**src/rtl/lsu_dbus.sv**
```systemverilog
// Load/store unit: turns one execute-stage access into one or two handshaked
// word beats on the data bus, with byte-lane steering and load extension.
module lsu_dbus #(
    parameter int unsigned TIMEOUT_CYCLES = 255
) (
    input  logic        clk,
    input  logic        rst,
    input  logic        start,
    input  logic        re,
    input  logic        we,
    input  logic [2:0]  f3,
    input  logic [31:0] addr,
    input  logic [31:0] wdata,
    output logic [31:0] rdata,
    output logic        stall,
    output logic        done,
    output logic        fault,
    output logic        mem_req,
    output logic        mem_we,
    output logic [31:0] mem_addr,
    output logic [3:0]  mem_be,
    output logic [31:0] mem_wdata,
    input  logic [31:0] mem_rdata,
    input  logic        mem_ack
);
    localparam int unsigned WORD_W = 32;
    localparam int unsigned CNT_W  = 16;
    localparam logic [CNT_W-1:0] CNT_LAST = CNT_W'(TIMEOUT_CYCLES - 1);

    typedef enum logic [2:0] {
        IDLE  = 3'd0,
        BEAT0 = 3'd1,
        BEAT1 = 3'd2,
        DONE  = 3'd3,
        FAULT = 3'd4
    } state_t;

    state_t              state;
    state_t              state_n;
    logic [WORD_W-1:0]   addr_q;
    logic [WORD_W-1:0]   addr_n;
    logic [WORD_W-1:0]   wdata_q;
    logic [WORD_W-1:0]   wdata_n;
    logic [2:0]          f3_q;
    logic [2:0]          f3_n;
    logic                re_q;
    logic                re_n;
    logic                we_q;
    logic                we_n;
    logic [WORD_W-1:0]   buf0;
    logic [WORD_W-1:0]   buf0_n;
    logic [WORD_W-1:0]   buf1;
    logic [WORD_W-1:0]   buf1_n;
    logic [CNT_W-1:0]    cnt;
    logic [CNT_W-1:0]    cnt_n;
    logic                split_q;
    logic                beat_n;
    logic [7:0]          mask_n;
    logic [2*WORD_W-1:0] wide_n;

    // A request with neither or both strobes is treated like an illegal f3.
    function automatic logic access_legal(input logic ld, input logic st, input logic [2:0] fn);
        logic ok;
        ok = 1'b0;
        if (ld && !st) begin
            ok = (fn != 3'b011) && (fn[2:1] != 2'b11);
        end else if (st && !ld) begin
            ok = (fn[2] == 1'b0) && (fn[1:0] != 2'b11);
        end
        return ok;
    endfunction

    function automatic logic [2:0] size_bytes(input logic [1:0] sz);
        logic [2:0] n;
        case (sz)
            2'b00:   n = 3'd1;
            2'b01:   n = 3'd2;
            default: n = 3'd4;
        endcase
        return n;
    endfunction

    function automatic logic [7:0] lane_base(input logic [1:0] sz);
        logic [7:0] m;
        case (sz)
            2'b00:   m = 8'h01;
            2'b01:   m = 8'h03;
            default: m = 8'h0F;
        endcase
        return m;
    endfunction

    function automatic logic [31:0] load_ext(input logic [63:0] pair, input logic [1:0] off,
                                             input logic [2:0] fn);
        logic [31:0] v;
        logic [31:0] r;
        v = 32'(pair >> {off, 3'b000});
        case (fn[1:0])
            2'b00:   r = fn[2] ? {24'd0, v[7:0]}  : {{24{v[7]}}, v[7:0]};
            2'b01:   r = fn[2] ? {16'd0, v[15:0]} : {{16{v[15]}}, v[15:0]};
            default: r = v;
        endcase
        return r;
    endfunction

    assign split_q = ({1'b0, addr_q[1:0]} + size_bytes(f3_q[1:0])) > 3'd4;
    assign beat_n  = (state_n == BEAT0) || (state_n == BEAT1);
    assign mask_n  = lane_base(f3_n[1:0]) << addr_n[1:0];
    assign wide_n  = {32'd0, wdata_n} << {addr_n[1:0], 3'b000};
    assign stall   = ((state == IDLE) && start) || (state == BEAT0) ||
                     (state == BEAT1) || (state == FAULT);

    always_ff @(posedge clk or negedge rst) begin
        if (!rst) begin
            state <= IDLE;
        end else begin
            state <= state_n;
        end
    end

    // Next state, access latch, beat capture and per-beat timeout.
    always_comb begin
        state_n = state;
        addr_n  = addr_q;
        wdata_n = wdata_q;
        f3_n    = f3_q;
        re_n    = re_q;
        we_n    = we_q;
        buf0_n  = buf0;
        buf1_n  = buf1;
        cnt_n   = cnt;
        case (state)
            IDLE: begin
                if (start) begin
                    if (!access_legal(re, we, f3)) begin
                        state_n = FAULT;
                    end else begin
                        addr_n  = addr;
                        wdata_n = wdata;
                        f3_n    = f3;
                        re_n    = re;
                        we_n    = we;
                        cnt_n   = '0;
                        state_n = BEAT0;
                    end
                end
            end
            BEAT0: begin
                if (mem_ack) begin
                    buf0_n  = mem_rdata;
                    cnt_n   = '0;
                    state_n = split_q ? BEAT1 : DONE;
                end else if (cnt == CNT_LAST) begin
                    state_n = FAULT;
                end else begin
                    cnt_n = cnt + CNT_W'(1);
                end
            end
            BEAT1: begin
                if (mem_ack) begin
                    buf1_n  = mem_rdata;
                    state_n = DONE;
                end else if (cnt == CNT_LAST) begin
                    state_n = FAULT;
                end else begin
                    cnt_n = cnt + CNT_W'(1);
                end
            end
            DONE:    state_n = IDLE;
            FAULT:   state_n = FAULT;
            default: state_n = IDLE;
        endcase
    end

    always_ff @(posedge clk or negedge rst) begin
        if (!rst) begin
            addr_q  <= '0;
            wdata_q <= '0;
            f3_q    <= '0;
            re_q    <= 1'b0;
            we_q    <= 1'b0;
            buf0    <= '0;
            buf1    <= '0;
            cnt     <= '0;
        end else begin
            addr_q  <= addr_n;
            wdata_q <= wdata_n;
            f3_q    <= f3_n;
            re_q    <= re_n;
            we_q    <= we_n;
            buf0    <= buf0_n;
            buf1    <= buf1_n;
            cnt     <= cnt_n;
        end
    end

    // Bus fields are loaded on beat entry and held for the whole beat.
    always_ff @(posedge clk or negedge rst) begin
        if (!rst) begin
            mem_req   <= 1'b0;
            mem_we    <= 1'b0;
            mem_addr  <= '0;
            mem_be    <= '0;
            mem_wdata <= '0;
            done      <= 1'b0;
            fault     <= 1'b0;
            rdata     <= '0;
        end else begin
            mem_req <= beat_n;
            mem_we  <= beat_n && we_n;
            if ((state == IDLE) && (state_n == BEAT0)) begin
                mem_addr  <= {addr_n[31:2], 2'b00};
                mem_be    <= mask_n[3:0];
                mem_wdata <= wide_n[31:0];
            end else if ((state == BEAT0) && (state_n == BEAT1)) begin
                mem_addr  <= {addr_q[31:2] + 30'd1, 2'b00};
                mem_be    <= mask_n[7:4];
                mem_wdata <= wide_n[63:32];
            end
            done  <= (state_n == DONE);
            fault <= (state_n == FAULT);
            if ((state_n == DONE) && re_q) begin
                rdata <= load_ext({buf1_n, buf0_n}, addr_q[1:0], f3_q);
            end
        end
    end

endmodule

```
**config.mk**
```make
export PLATFORM = sky130hd
export DESIGN_NAME = lsu_dbus
export DESIGN_NICKNAME = d
export VERILOG_FILES = /design/src/rtl/lsu_dbus.sv
export SDC_FILE = /design/constraint.sdc
export NUM_CORES = 1
export LEC_CHECK = 0
export CAP_MARGIN = 10
export CORE_MARGIN = 2
export CORE_UTILIZATION = 39
export DETAILED_ROUTE_END_ITERATION = 10
export PLACE_DENSITY = 0.6
export SLEW_MARGIN = 40
export SYNTH_ARGS = -nofsm -noshare
export SYNTH_HDL_FRONTEND = slang
export SYNTH_SLANG_ARGS = --single-unit
```
**constraint.sdc**
```tcl
create_clock -name clk -period 5.6 [get_ports clk]
set_input_delay 0.84 -clock clk [delete_from_list [all_inputs] [get_ports clk]]
set_output_delay 0.84 -clock clk [all_outputs]
set_load 0.01 [all_outputs]
```
# Yosys cells after proc, flatten, opt, wreduce, memory -nomap -nowiden
# Cells that the tools add are included.
[classes] add_sub_neg=3 shifts=3 reduce_logical=22 muxes=44 n_eq_ne=16 order_cmp=1 bitwise=1
[op_table] operator="32-bit two-way mux" n=16
[op_table] operator="16-bit two-way mux" n=5
[op_table] operator="32-bit case mux with 2 select lines" n=1
[op_table] operator="32-bit by 5-bit << shifter with 64-bit output" n=1
[op_table] operator="64-bit by 5-bit >> shifter with 32-bit output" n=1
[op_table] operator="16-bit case mux with 3 select lines" n=1
[op_table] operator="30-bit by 1-bit adder with 30-bit output, second input constant" n=1
[op_table] operator="16-bit by 1-bit adder with 16-bit output, second input constant" n=1
[op_table] operator="16-bit by 8-bit equality test with 1-bit output, second input constant" n=1
[op_table] operator="3-bit two-way mux" n=5
[op_table] operator="3-bit case mux with 4 select lines" n=1
[op_table] operator="3-bit by 2-bit equality test with 1-bit output, second input constant" n=3
[op_table] operator="1-bit logical AND" n=9
[op_table] operator="1-bit two-way mux" n=8
[op_table] operator="4-bit two-way mux" n=2
[op_table] operator="2-bit inequality test, second input constant" n=4
[op_table] operator="4-bit case mux with 2 select lines" n=1
[op_table] operator="8-bit by 2-bit << shifter with 8-bit output" n=1
[op_table] operator="3-bit by 1-bit equality test with 1-bit output, second input constant" n=2
[op_table] operator="3-bit equality test, second input constant" n=2
[op_table] operator="2-bit two-way mux" n=3
[op_table] operator="3-bit case mux with 2 select lines" n=1
[op_table] operator="2-bit by 1-bit equality test with 1-bit output, second input constant" n=2
[op_table] operator="2-bit logical NOT" n=2
[op_table] operator="12 further kinds" n=16
[word_totals] output_inout_bits=105 word_cells=108 reg_bits=256

# Longest topological paths before layout
[depth] word_depth=14 depth_mapped=13 mapped_depth_nobuf=10

# Worst setup path before layout
# No wires, ideal clock.
[synth_timing] path_type="register -> register" startpoint="reg f3_q[1]" endpoint="reg mem_addr[22]" stages_incl_launch_ff=14 t_arrival_ps=2850 required_time_ps=5517 path_buffers=3 path_slack_ps=2667 path_cell_list="dfrtp_1 clkbuf_1 nor2_1 ha_1 inv_1 fa_1 nor2b_1 nor2_1 and2_1 clkbuf_1 nor2_1 buf_2 a22oi_1 o21ai_0"
[synth_via] elab_chain_cells=10
[synth_rtl] element="start: declaration" line_no="44" source="logic [2:0] f3_q;"
[synth_rtl] element="start signal: assignment" line_no="188" source="f3_q <= f3_n;"
[synth_rtl] element="2-bit by 1-bit equality test with 1-bit output or 2-bit logical NOT (tied branches)" line_no="75" source="case (sz)"
[synth_rtl] element="3-bit case mux with 2 select lines (*)" line_no="75"
[synth_rtl] element="2-bit by 3-bit adder with 3-bit output (*)" line_no="106" source="assign split_q = ({1'b0, addr_q[1:0]} + size_bytes(f3_q[1:0])) > 3'd4;"
[synth_rtl] element="3-bit > comparator (*)" line_no="106"
[synth_rtl] element="1-bit two-way mux (*)" line_no="152" source="state_n = split_q ? BEAT1 : DONE;"
[synth_rtl] element="3-bit two-way mux (*)" line_no="149" source="if (mem_ack) begin"
[synth_rtl] element="3-bit case mux with 4 select lines (*)" line_no="132" source="case (state)"
[synth_rtl] element="3-bit by 1-bit equality test with 1-bit output or 3-bit by 2-bit equality test with 1-bit output (tied branches)" line_no="211, 215"
[synth_rtl] element="1-bit logical AND (on tied branches)" line_no="211, 215"
[synth_rtl] element="32-bit two-way mux or 2-bit nonzero test (tied branches)"
[synth_rtl] element="end signal: assignment" line_no="212" source="mem_addr <= {addr_n[31:2], 2'b00};"
[synth_rtl] element="end signal: assignment" line_no="216" source="mem_addr <= {addr_q[31:2] + 30'd1, 2'b00};"
[synth_rtl] element="end: declaration" line_no="20" source="output logic [31:0] mem_addr,"
# Every way passes the cells marked *; elsewhere a longest branch is shown, timed or not.
# A chain may end at the register's enable or synchronous reset.

# Worst setup path in the final report
[layout_timing] startpoint="reg f3_q[1]" endpoint="reg rdata[28]"
[layout_via] elab_chain_cells=9
[layout_rtl] element="2-bit by 1-bit equality test with 1-bit output or 2-bit logical NOT (tied branches)" line_no="75, 98"
[layout_rtl] element="3-bit case mux with 2 select lines" line_no="75"
[layout_rtl] element="2-bit by 3-bit adder with 3-bit output" line_no="106"
[layout_rtl] element="3-bit > comparator" line_no="106"
[layout_rtl] element="1-bit two-way mux" line_no="152"
[layout_rtl] element="3-bit two-way mux" line_no="149"
[layout_rtl] element="3-bit case mux with 4 select lines" line_no="132"
[layout_rtl] element="3-bit by 2-bit equality test with 1-bit output" line_no="222" source="if ((state_n == DONE) && re_q) begin"
[layout_rtl] element="1-bit logical AND" line_no="222"
[layout_rtl] element="end signal: assignment" line_no="223" source="rdata <= load_ext({buf1_n, buf0_n}, addr_q[1:0], f3_q);"
[layout_rtl] element="end: declaration" line_no="14" source="output logic [31:0] rdata,"
# Parallel ways exist; a longest one is shown, timed or not.

==> impl_metrics.tcl <==
set metrics [dict create \
    cts_tree "built" \
    synth_fa_ha_area_share_pct 0.682 \
    async_flop_share_pct 100 \
    die_h_um 178 \
    arrival_ns 4.00 \
    status "completed" \
    synth_top_family_by_area "simple AND/OR/NAND/NOR gates" \
    final.fill_count 2770 \
    p_int_mw 4.69 \
    setup_viol 0 \
    grt_pass1_wl_um 56600 \
    num_vias 10000 \
    final_common_cell "nand2_1" \
    grt.overflow.total 0 \
    cts_resized 0 \
    reg2reg_to "rdata[28]$_DFFE_PN0P_" \
    numCtsBuffers 28 \
    final-hold-violation-count 0 \
    r2r_cells 10 \
    path_max_fanout 17 \
    worst_slew_pin_slew_ns 0.868 \
    nets 1527 \
    dp_hpwl_um 23400 \
    clk_pin_slew_ns 0.06 \
    vdd_drop_max_uv 250 \
    cts_hold_buffers 0 \
    synth-seq-cells 238 \
    fin_crit_ns 3.62 \
    drc_errors 0 \
    synth_area_um2 11700 \
    synthFlopType "dfrtp_1" \
    p_seq_share_pct 39.0 \
    hp-class "in -> async" \
    gp_congestion 0.833 \
    synth_cells 1239 \
    syn_to_final_growth_pct 29.2 \
    synth.area.mux_share_pct 10.3 \
    yosys.cell_types.count 61 \
    drtAntennaViolNets 0 \
    power_frac_comb_pct 34.7 \
    synth_edf_count 0 \
    grt_start_max_net_pins 126 \
    clk_path_buf_depth 3 \
    yosys_warnings 0 \
    clk_latency_ns 0.54 \
    timing.slew.headroom_pct 41.9 \
    synth_compound_area_share_pct 14.5 \
    r2r-start "f3_q[1]$_DFF_PN0_" \
    detail_route.wirelength_um 35700 \
    fp-row-count 63 \
    ios 210 \
    p_switching_mw 2.45 \
    fin_tns_setup_ns 0 \
    start_util_pct 39.6 \
    via_per_inst 5.49 \
    endpoint_kind "flip-flop" \
    track_usage_pct 22.7 \
    max_freq_mhz 276 \
    post-cts-setup-buffer-count 0 \
    final-seq-area_um2 5960 \
    clock-sinks 238 \
    die_area_um2 31500 \
    leakagePower_nw 6.89 \
    power.density_nw_per_um2 471 \
    drive_gt1_share_pct 8.69 \
    holdWs_ns 0.233 \
    core_area_um2 29600 \
    layout_common_cells "nand2_1 (258), dfrtp_1 (238), clkdlybuf4s50_1 (206), nor2_1 (88), mux2i_1 (73)" \
    yosys-top-cells-area "dfrtp_1 (51%), nand2_1 (8.3%), mux2i_1 (6.2%), mux2_2 (3.9%), nor2_1 (3.0%)" \
    die_width_um 178 \
    maxSlewViolCount 0 \
    cp-start-kind "flip-flop" \
    rsz0062_at_grt "no" \
    pwr-share-clk_pct 26.3 \
    yosys.area_share.simple_pct 17.1 \
    grt_pass1_vias 9998 \
    avgSynthCellArea_um2 9.48 \
    diodes 0 \
    criticalPathCategory "reg -> reg" \
    ys_seq_area_share_pct 50.7 \
    root_buffer "clkbuf_16" \
    min_period_over_period_pct 64.7 \
    post_drt_wl_per_cell_um 19.5 \
    synthXorXnorAreaFrac_pct 2.46 \
    worstPathRequired_ns 5.97 \
    yosysTopAreaCell "dfrtp_1" \
    synth_top_area_share_pct 50.7 \
    port_buffers 207 \
    multi_input_area_um2 5350 \
    switching_share_pct 34.3 \
    dr.pass1.iters 5 \
    r2r_slack_ns 1.98 \
    antenna_found_initial 1 \
    skew_ns 0.0199 \
    htreeDepth 1 \
    drtIter0Drc 716 \
    maxCapViolations 0 \
]
cell usage after synthesis (all sizes together), types with 32 or more instances:
| cell type | number |
|---|---|
| dfrtp | 238 |
| nor2 | 93 |
| nand2 | 259 |
| o211ai | 34 |
| mux2i | 73 |
| mux2 | 41 |
| inv | 39 |
| nand3 | 36 |
| a22oi | 32 |
| clkbuf | 52 |
| o21ai | 69 |
| a21oi | 51 |
per-stage QoR:
stage	utilization (%)	total power [mW]	worst slack (ns)	cells	instance area, um2
2_1_floorplan	-	4.07	2.67	1240	11700
3_3_place_gp	47.7	5.25	1.30	1775	14200
3_5_place_dp	47.9	5.28	1.61	1777	14200
4_1_cts	51.2	7.19	1.53	1828	15200
5_1_grt	51.2	7.60	1.70	1828	15200
6_report	51.2	7.14	1.98	1828	15200
routing by layer:
metal	wire length (um)	GRT usage, %
met1	16100	31.9
met2	16300	36.0
met3	2460	4.56
met4	824	5.77
met5	13	0
how the worst max path moves through the flow:
stage,startpoint,to,cells after the start
6_report,f3_q[1]$_DFF_PN0_,rdata[28]$_DFFE_PN0P_,10
5_1_grt,f3_q[1]$_DFF_PN0_,rdata[21]$_DFFE_PN0P_,10
4_1_cts,f3_q[1]$_DFF_PN0_,mem_addr[29]$_DFFE_PN0P_,10
3_5_place_dp,f3_q[1]$_DFF_PN0_,mem_addr[29]$_DFFE_PN0P_,10
3_3_place_gp,mem_ack,mem_addr[29]$_DFFE_PN0P_,6
2_1_floorplan,f3_q[1]$_DFF_PN0_,mem_addr[22]$_DFFE_PN0P_,13
final cells by class:
| type | instances | share of cell area, % |
|---|---|---|
| Clock buffer | 44 | 6.01 |
| Clock inverter | 7 | 0.396 |
| Inverter | 41 | 1.01 |
| Multi-Input combinational cell | 882 | 35.3 |
| Sequential cell | 238 | 39.2 |
| Tap cell | 390 | 3.21 |
| Timing Repair Buffer | 226 | 14.9 |
kinds of logic (layout without fill, tap and decap cells):
| group | Yosys count | after routing |
|---|---|---|
| multiplexers | 115 | 115 |
| other | 1 | 2 |
| flip-flops | 238 | 238 |
| XOR/XNOR | 33 | 33 |
| buffers and inverters | 120 | 318 |
| AO/OA/AOI/OAI | 259 | 259 |
| adder cells (fa/ha/maj) | 6 | 6 |
| AND/OR/NAND/NOR | 467 | 467 |
registers in the layout, indices dropped and copies added (netlist names):
register	flops
addr_q	32
f3_q	3
mem_we	1
re_q	1
state	3
buf1	24
wdata_q	24
mem_addr	30
buf0	32
mem_be	4
we_q	1
cnt	16
mem_wdata	32
mem_req	1
done	1
rdata	32
fault	1
worst max-delay path, cell delays in order (launching register included):
cell      delay (ns)
dfrtp_1         0.53
nor2_2          0.51
ha_1            0.25
inv_1           0.05
fa_1            0.41
nor2b_1         0.15
o21ai_0         0.27
nand2_1         0.14
nand2_1         0.49
o32a_2          0.51
o211ai_1        0.15
power by group through the flow:
stage	clock network [mW]	registers (mW)	logic (mW)
CTS	1.91	2.78	2.49
global placement	0	2.80	2.45
finish	1.88	2.78	2.48
floorplan	0	2.80	1.27
detailed placement	0	2.80	2.48
global route	1.99	2.86	2.74
(Power assumes the default switching activity.)
